--- src/rtl/instr_fetch.sv ---
// Instruction fetch unit: one outstanding memory request feeding a 2-entry {instruction, pc} FIFO.
// Optional misaligned-redirect fault detection is enabled with `define FETCH_ALIGN_CHECK_EN.
module instr_fetch #(
    parameter logic [63:0] RESET_PC = 64'h0000_0000_0000_0000
) (
    input  logic        clk,
    input  logic        rst_n,
    output logic        imem_req,
    output logic [63:0] imem_addr,
    input  logic        imem_gnt,
    input  logic        imem_rvalid,
    input  logic [31:0] imem_rdata,
    input  logic        redirect,
    input  logic [63:0] redirect_pc,
    output logic        instr_valid,
    input  logic        instr_ready,
    output logic [31:0] instruction,
    output logic [63:0] instr_pc,
    output logic        fetch_fault
);

    typedef enum logic [1:0] {
        ST_REQ   = 2'd0,
        ST_WAIT  = 2'd1,
        ST_DRAIN = 2'd2
    } state_t;

    state_t      state_r, state_n_s;
    logic [63:0] fetch_pc_r, fetch_pc_n_s;
    logic [63:0] req_pc_r, req_pc_n_s;
    logic [31:0] ent0_instr_r, ent0_instr_n_s, ent1_instr_r, ent1_instr_n_s;
    logic [63:0] ent0_pc_r, ent0_pc_n_s, ent1_pc_r, ent1_pc_n_s;
    logic [1:0]  count_r, count_n_s;
    logic        fault_r, fault_n_s;
    logic        imem_req_r, imem_req_n_s;
    logic        instr_valid_r;
    logic        fire_s, push_s, pop_s;
    logic [63:0] redir_target_s;
    logic        redir_misaligned_s;

`ifdef FETCH_ALIGN_CHECK_EN
    assign redir_target_s     = redirect_pc;
    assign redir_misaligned_s = (redirect_pc[1:0] != 2'b00);
`else
    // Without the check the low address bits are simply forced to word alignment.
    assign redir_target_s     = redirect_pc & ~64'd3;
    assign redir_misaligned_s = 1'b0;
`endif

    assign fire_s = imem_req_r & imem_gnt;
    assign push_s = (state_r == ST_WAIT) & imem_rvalid & ~redirect;
    assign pop_s  = instr_valid_r & instr_ready & ~redirect;

    // Next-state computation for the FSM, fetch pointers and FIFO contents.
    always_comb begin
        state_n_s      = state_r;
        fetch_pc_n_s   = fetch_pc_r;
        req_pc_n_s     = req_pc_r;
        ent0_instr_n_s = ent0_instr_r;
        ent0_pc_n_s    = ent0_pc_r;
        ent1_instr_n_s = ent1_instr_r;
        ent1_pc_n_s    = ent1_pc_r;
        count_n_s      = count_r;
        fault_n_s      = fault_r;
        if (redirect) begin
            fetch_pc_n_s = redir_target_s;
            fault_n_s    = redir_misaligned_s;
            count_n_s    = 2'd0;
            // A granted but unanswered request must have its response swallowed.
            case (state_r)
                ST_REQ:   state_n_s = fire_s ? ST_DRAIN : ST_REQ;
                ST_WAIT:  state_n_s = imem_rvalid ? ST_REQ : ST_DRAIN;
                ST_DRAIN: state_n_s = imem_rvalid ? ST_REQ : ST_DRAIN;
                default:  state_n_s = ST_REQ;
            endcase
        end else begin
            case (state_r)
                ST_REQ: begin
                    if (fire_s) begin
                        req_pc_n_s   = fetch_pc_r;
                        fetch_pc_n_s = fetch_pc_r + 64'd4;
                        state_n_s    = ST_WAIT;
                    end else begin
                        state_n_s = ST_REQ;
                    end
                end
                ST_WAIT:  state_n_s = imem_rvalid ? ST_REQ : ST_WAIT;
                ST_DRAIN: state_n_s = imem_rvalid ? ST_REQ : ST_DRAIN;
                default:  state_n_s = ST_REQ;
            endcase
            // Entry 0 is always the head; entry 1 shifts down on a pop.
            case ({push_s, pop_s})
                2'b10: begin
                    if (count_r == 2'd0) begin
                        ent0_instr_n_s = imem_rdata;
                        ent0_pc_n_s    = req_pc_r;
                        count_n_s      = 2'd1;
                    end else if (count_r == 2'd1) begin
                        ent1_instr_n_s = imem_rdata;
                        ent1_pc_n_s    = req_pc_r;
                        count_n_s      = 2'd2;
                    end else begin
                        count_n_s = count_r;
                    end
                end
                2'b01: begin
                    ent0_instr_n_s = ent1_instr_r;
                    ent0_pc_n_s    = ent1_pc_r;
                    count_n_s      = count_r - 2'd1;
                end
                2'b11: begin
                    if (count_r == 2'd1) begin
                        ent0_instr_n_s = imem_rdata;
                        ent0_pc_n_s    = req_pc_r;
                    end else begin
                        ent0_instr_n_s = ent1_instr_r;
                        ent0_pc_n_s    = ent1_pc_r;
                        ent1_instr_n_s = imem_rdata;
                        ent1_pc_n_s    = req_pc_r;
                    end
                end
                default: count_n_s = count_r;
            endcase
        end
        imem_req_n_s = (state_n_s == ST_REQ) & (count_n_s < 2'd2) & ~fault_n_s;
    end

    // State registers; outputs are registered copies of the next-state values.
    always_ff @(posedge clk or negedge rst_n) begin
        if (!rst_n) begin
            state_r       <= ST_REQ;
            fetch_pc_r    <= RESET_PC;
            req_pc_r      <= 64'd0;
            ent0_instr_r  <= 32'd0;
            ent0_pc_r     <= 64'd0;
            ent1_instr_r  <= 32'd0;
            ent1_pc_r     <= 64'd0;
            count_r       <= 2'd0;
            fault_r       <= 1'b0;
            imem_req_r    <= 1'b0;
            instr_valid_r <= 1'b0;
        end else begin
            state_r       <= state_n_s;
            fetch_pc_r    <= fetch_pc_n_s;
            req_pc_r      <= req_pc_n_s;
            ent0_instr_r  <= ent0_instr_n_s;
            ent0_pc_r     <= ent0_pc_n_s;
            ent1_instr_r  <= ent1_instr_n_s;
            ent1_pc_r     <= ent1_pc_n_s;
            count_r       <= count_n_s;
            fault_r       <= fault_n_s;
            imem_req_r    <= imem_req_n_s;
            instr_valid_r <= (count_n_s != 2'd0);
        end
    end

    assign imem_req    = imem_req_r;
    assign imem_addr   = fetch_pc_r;
    assign instr_valid = instr_valid_r;
    assign instruction = ent0_instr_r;
    assign instr_pc    = ent0_pc_r;
    assign fetch_fault = fault_r;

endmodule
--- config.mk ---
export PLATFORM = sky130hd
export DESIGN_NAME = instr_fetch
export DESIGN_NICKNAME = d
export VERILOG_FILES = /design/src/rtl/instr_fetch.sv
export SDC_FILE = /design/constraint.sdc
export NUM_CORES = 1
export LEC_CHECK = 0
export ABC_AREA = 1
export BUFFER_PORTS_ARGS = -buffer_cell sky130_fd_sc_hd__buf_4
export CAP_MARGIN = 10
export CORE_ASPECT_RATIO = 1.75
export CORE_MARGIN = 2
export CORE_UTILIZATION = 30
export DETAILED_ROUTE_END_ITERATION = 12
export PLACE_DENSITY = 0.53
export SLEW_MARGIN = 15
export SYNTH_ARGS = -nofsm -noshare
export SYNTH_HDL_FRONTEND = slang
export SYNTH_SLANG_ARGS = --single-unit
--- constraint.sdc ---
create_clock -name clk -period 2.45 [get_ports clk]
set_clock_uncertainty 0.1 [all_clocks]
set_input_delay 0.245 -clock clk [delete_from_list [all_inputs] [get_ports clk]]
set_output_delay 0.245 -clock clk [all_outputs]
set_load 0.03 [all_outputs]
# Word level (Yosys, flattened, before mapping)
# Cells that the tools add are included.
# totals
in_bits,102
output_inout_bits,163
wordCells,72
regBits,327
# classes
n_lt_le_gt_ge,1
n_eq_ne,9
reduce_logical,13
bitwise_logic,9
addsub,2
muxes,27
# op_table
op,n
$mux W64,7
$pmux W64 S3,1
$mux W32,4
$pmux W64 S2,1
$pmux W32 S3,1
$add A64 B3 Y64 const B,1
$pmux W32 S2,1
$mux W2,6
$pmux W2 S2,2
$reduce_bool A2 Y1,4
$and A1 B1 Y1,7
$eq A2 B1 Y1 const B,3
$eq A2 B2 Y1 const B,3
$logic_not A2 Y1,3
$ne A2 B2 Y1 const B,3
$pmux W2 S3,1
$reduce_and A3 Y1,2
$reduce_and A4 Y1,1
$mux W1,3
$reduce_bool A3 Y1,1
$lt A2 B2 Y1 const B,1
$not A1 Y1,2
$reduce_and A2 Y1,1
$reduce_or A2 Y1,1
$sub A2 B1 Y2 const B,1

# Logic depth before layout (Yosys ltp)
# depth
depth_word,9
depth_mapped,14
mapped_depth_nobuf,12

# Least setup slack after synthesis
# OpenSTA, ideal clock, no wires.
# synth_path
kind,flip-flop to flip-flop
start,register instr_valid_r (netlist: instr_valid)
end,register ent0_instr_r[10] (netlist: instruction[10])
stages_incl_launch_ff,11
path_slack_ns,0.117
n_path_buf,4
setup_time_ns,0.129
period_less_slack_ns,2.333
arrival_ns,2.104
required_ns,2.221
path_cell_list,dfrtp_1 > nand3_4 > buf_2 > buf_2 > ha_1 > inv_1 > nand3_1 > a21oi_4 > buf_2 > buf_2 > a31oi_1
# synth_between
elab_chain_len,5
elab_cells_between_ends,9
cone_classes,eq/ne: 4; mux: 1; bitwise: 2; reduce/logical: 2
# synth_lines
item,line,text
start: declaration,36,logic instr_valid_r;
start signal: assignment,153,instr_valid_r <= (count_n_s != 2'd0);
$and A1 B1 Y1 (*) (2 in a row),52,assign pop_s = instr_valid_r & instr_ready & ~redirect;
$eq A2 B2 Y1 / $eq A2 B1 Y1 (equally long branches),92,"case ({push_s, pop_s})"
$ne A2 B2 Y1 (no source line) / $reduce_bool A3 Y1 (equally long branches),--,
$reduce_and A3 Y1 (no source line),--,
end signal: assignment,146,ent0_instr_r <= ent0_instr_n_s;
end: declaration,31,"logic [31:0] ent0_instr_r, ent0_instr_n_s, ent1_instr_r, ent1_instr_n_s;"
# Every way passes the cells marked *; elsewhere a longest branch is shown, timed or not.
# A chain may end at the register's enable or synchronous reset.

# Worst setup path in the final report
# layout_path
start,register state_r[1]
end,register ent0_instr_r[21] (netlist: instruction[21])
# layout_between
elab_chain_len,6
elab_cells_between_ends,10
cone_classes,eq/ne: 5; mux: 1; bitwise: 2; reduce/logical: 2
# layout_lines
item,line,text
start: declaration,28,"state_t state_r, state_n_s;"
start signal: assignment,143,state_r <= state_n_s;
$eq A2 B1 Y1 (*),51,assign push_s = (state_r == ST_WAIT) & imem_rvalid & ~redirect;
$and A1 B1 Y1 (*) (2 in a row),51,
$eq A2 B2 Y1 / $eq A2 B1 Y1 (equally long branches),92,
$ne A2 B2 Y1 (no source line) / $reduce_bool A3 Y1 (equally long branches),--,
$reduce_and A3 Y1 (no source line),--,
# Marked as above.

==> results.ini <==
[timing]
timing.fmax_mhz=422
timing.final.hold_violations=0
fin_crit_sh_pct=96.8
finalMaxSlewViolations=0
period_needed_ps=2370
worstMarginPinSlew_ps=1090
setup_viol=0
relSlewSlack_pct=27.5
finalSetupTns_ps=0

[critical_path]
end_kind=flop
crit_fanout=7
critPathArrivalTime_ps=2720
crit_type=flop to flop
startpoint_type=flop
worst_ep_required_time_ps=2800

[clock_network]
root_buffer=clkbuf_16
cts_buffers=34
clock-sinks=323
cts_tree=built
clockBufferDepth=3
clkLatencyLatePin_ps=530
clkTransAtPathRegs_ps=60
cts.htree.levels=2

[pwr]
p_leak_nw=9.79
vdd_ir_drop_max_mv=0.415
powerDensity_nw_per_um2=941

[global_routing]
antenna_found_initial=1
grt-ovfl-total=0
grt_max_degree=95
grt_use_met2_pct=36.6
grt_busiest_layer=met2
use_met3_pct=2.40
use_met1_pct=24.7
grt_pass1_wl_um=85200
grt_usage_pct=20.6
grt_pass1_vias=14417

[final_layout]
layout.cells.non_filler=3019
nets=2439
diodes=0
area_growth_pct=35.2
drive_gt1_share_pct=19.3

[logic_synthesis]
syn_area_per_cell_um2=7.97
synth_cell_types=42
synthFlopType=dfrtp_1
synthCells=1954
yosys_warnings=0
synth-edff-count=0
ys_seq_elements=323
syn_area_um2=15600
seq_area_frac_synth_pct=51.9
ys_async_sr_fraction_pct=100

[floorplan]
die_w_um=176
initial_utilization_pct=30.3
coreArea_um2=51300
die_area_um2=53800
num_io_pins=265
fp.dieH_um=305
rows=110

[route]
vias=14770
vias_per_cell=4.89
dr.pass1.iters=6
drcViolationCount=0
routed_wl_um=57300
routedWlPerCell_um=19.0
ant_nets=0
drt_iter0_markers=944

[placed_design]
port_buffers=260
gp_congestion=0.978
hpwlAfterDp_um=40500
dp.cells=2853

[min_path]
hold_class=primary input to flop

[status]
run_status=complete, no violations

[job]
cap_violations=0

## sequential cells by signal (all words and copies together), names as in the netlist, 2 cells and up
name and count:
ent1_pc_r 64, state_r 2, imem_addr 62, instruction 32, count_r 2, ent1_instr_r 32
instr_pc 64, req_pc_r 62
## cells in the mapped netlist, drive strengths merged, types with 6 or more instances
cell type | n | area share, %
a31oi | 94 | 3.8
buf | 50 | 1.8
nand2 | 550 | 14
o211ai | 11 | 0.53
ha | 11 | 0.88
nor2 | 275 | 7.6
dfrtp | 323 | 52
nor3 | 6 | 0.19
o21bai | 7 | 0.34
nand4 | 29 | 1.2
inv | 174 | 4.2
a21oi | 45 | 1.5
clkbuf | 54 | 1.3
o21ai | 206 | 6.6
nand3 | 82 | 2.7
nand3b | 14 | 0.67
## layout make-up
type | instances | area [µm²]
Fill cell | 5144 | 30300
Sequential cell | 323 | 8080
Multi-Input combinational cell | 1354 | 6370
Timing Repair Buffer | 439 | 4000
Clock buffer | 48 | 985
Tap cell | 672 | 841
Inverter | 174 | 667
Clock inverter | 9 | 113
## per-layer routing
layer	routed length (µm)	up-vias
li1	-	7091
met1	22300	7090
met2	29300	471
met3	2940	116
met4	2760	2
met5	13	-
## path summary, 6_finish.rpt
path | start | end | slack [ps] | cells past startpoint
hold / removal | redirect_pc[30] | imem_addr[30]$_DFFE_PN0P_ | 20 | 5
min in group asynchronous | rst_n | imem_addr[18]$_DFFE_PN0P_ | 150 | 2
setup reg to reg | state_r[1]$_DFF_PN0_ | instruction[21]$_DFFE_PN0P_ | 80 | 14
hold reg to reg | ent1_instr_r[10]$_DFFE_PN0P_ | ent1_instr_r[10]$_DFFE_PN0P_ | 380 | 2
max in group asynchronous | rst_n | ent1_pc_r[13]$_DFFE_PN0P_ | 1220 | 3
setup / recovery | state_r[1]$_DFF_PN0_ | instruction[21]$_DFFE_PN0P_ | 80 | 14
## critical path: stages (launching register included)
cell       delay, ps
dfrtp_1          380
inv_1             80
ha_1             190
inv_1             90
nor3_2            40
buf_4            150
ha_2             200
inv_2             80
nand3_2           80
a21oi_4          280
buf_4            180
clkbuf_16        140
buf_4            140
nor2_1            40
a31oi_1          130
## through the flow
stage / setup slack (ps) / utilization, % / hold WS, ps / instance area [µm²] / power, mW
floorplan: 117 / - / -151 / 15600 / 11.6
global placement: 183 / 36.5 / 136 / 18700 / 14.4
detailed placement: 84.2 / 36.5 / 137 / 18700 / 14.6
CTS: 17.6 / 40.5 / 11.6 / 20800 / 20.0
global route: -9.48 / 41.0 / 30.3 / 21100 / 20.9
finish: 78.3 / 41.0 / 21.8 / 21100 / 19.8
## where the power goes
part,switching [mW],leakage (nW),internal (mW)
clock,2.23,0.524,3.02
sequential,1.18,4.01,6.84
combinational,4.08,5.25,2.45
## what timing repair did
item	CTS	global route
buffers inserted	0	7
hold buffers	94	0
gates resized for setup	0	14
setup endpoints to repair	0	145
endpoints found under the hold margin	174	0
## cells in the final DEF, fill, tap and decap left out, drive strengths merged, types with 3 or more instances in the layout
master	count
a22o	3
dfrtp	323
xor2	4
dlygate4sd3	94
nor2	275
o21bai	7
a21oi	45
nor3	6
o221ai	3
nand2	550
nand3b	14
ha	11
clkinvlp	4
clkbuf	55
buf	338
o21ai	206
nand4	29
clkinv	3
a31oi	94
o211ai	11
nand3	82
inv	174
o21a	3
## kinds of logic (layout without fill, tap and decap cells)
kind of cell / Yosys count / after routing / share of synthesized area, %
simple gates: 957 / 957 / 26.0
compound gates: 379 / 379 / 13.6
flops: 323 / 323 / 51.9
buf+inv: 278 / 670 / 7.30
fa+ha+maj: 11 / 11 / 0.884
xor+xnor: 5 / 5 / 0.281
other cells: 1 / 2 / 0.0241
No activity file was read; power rests on OpenSTA's default activity.
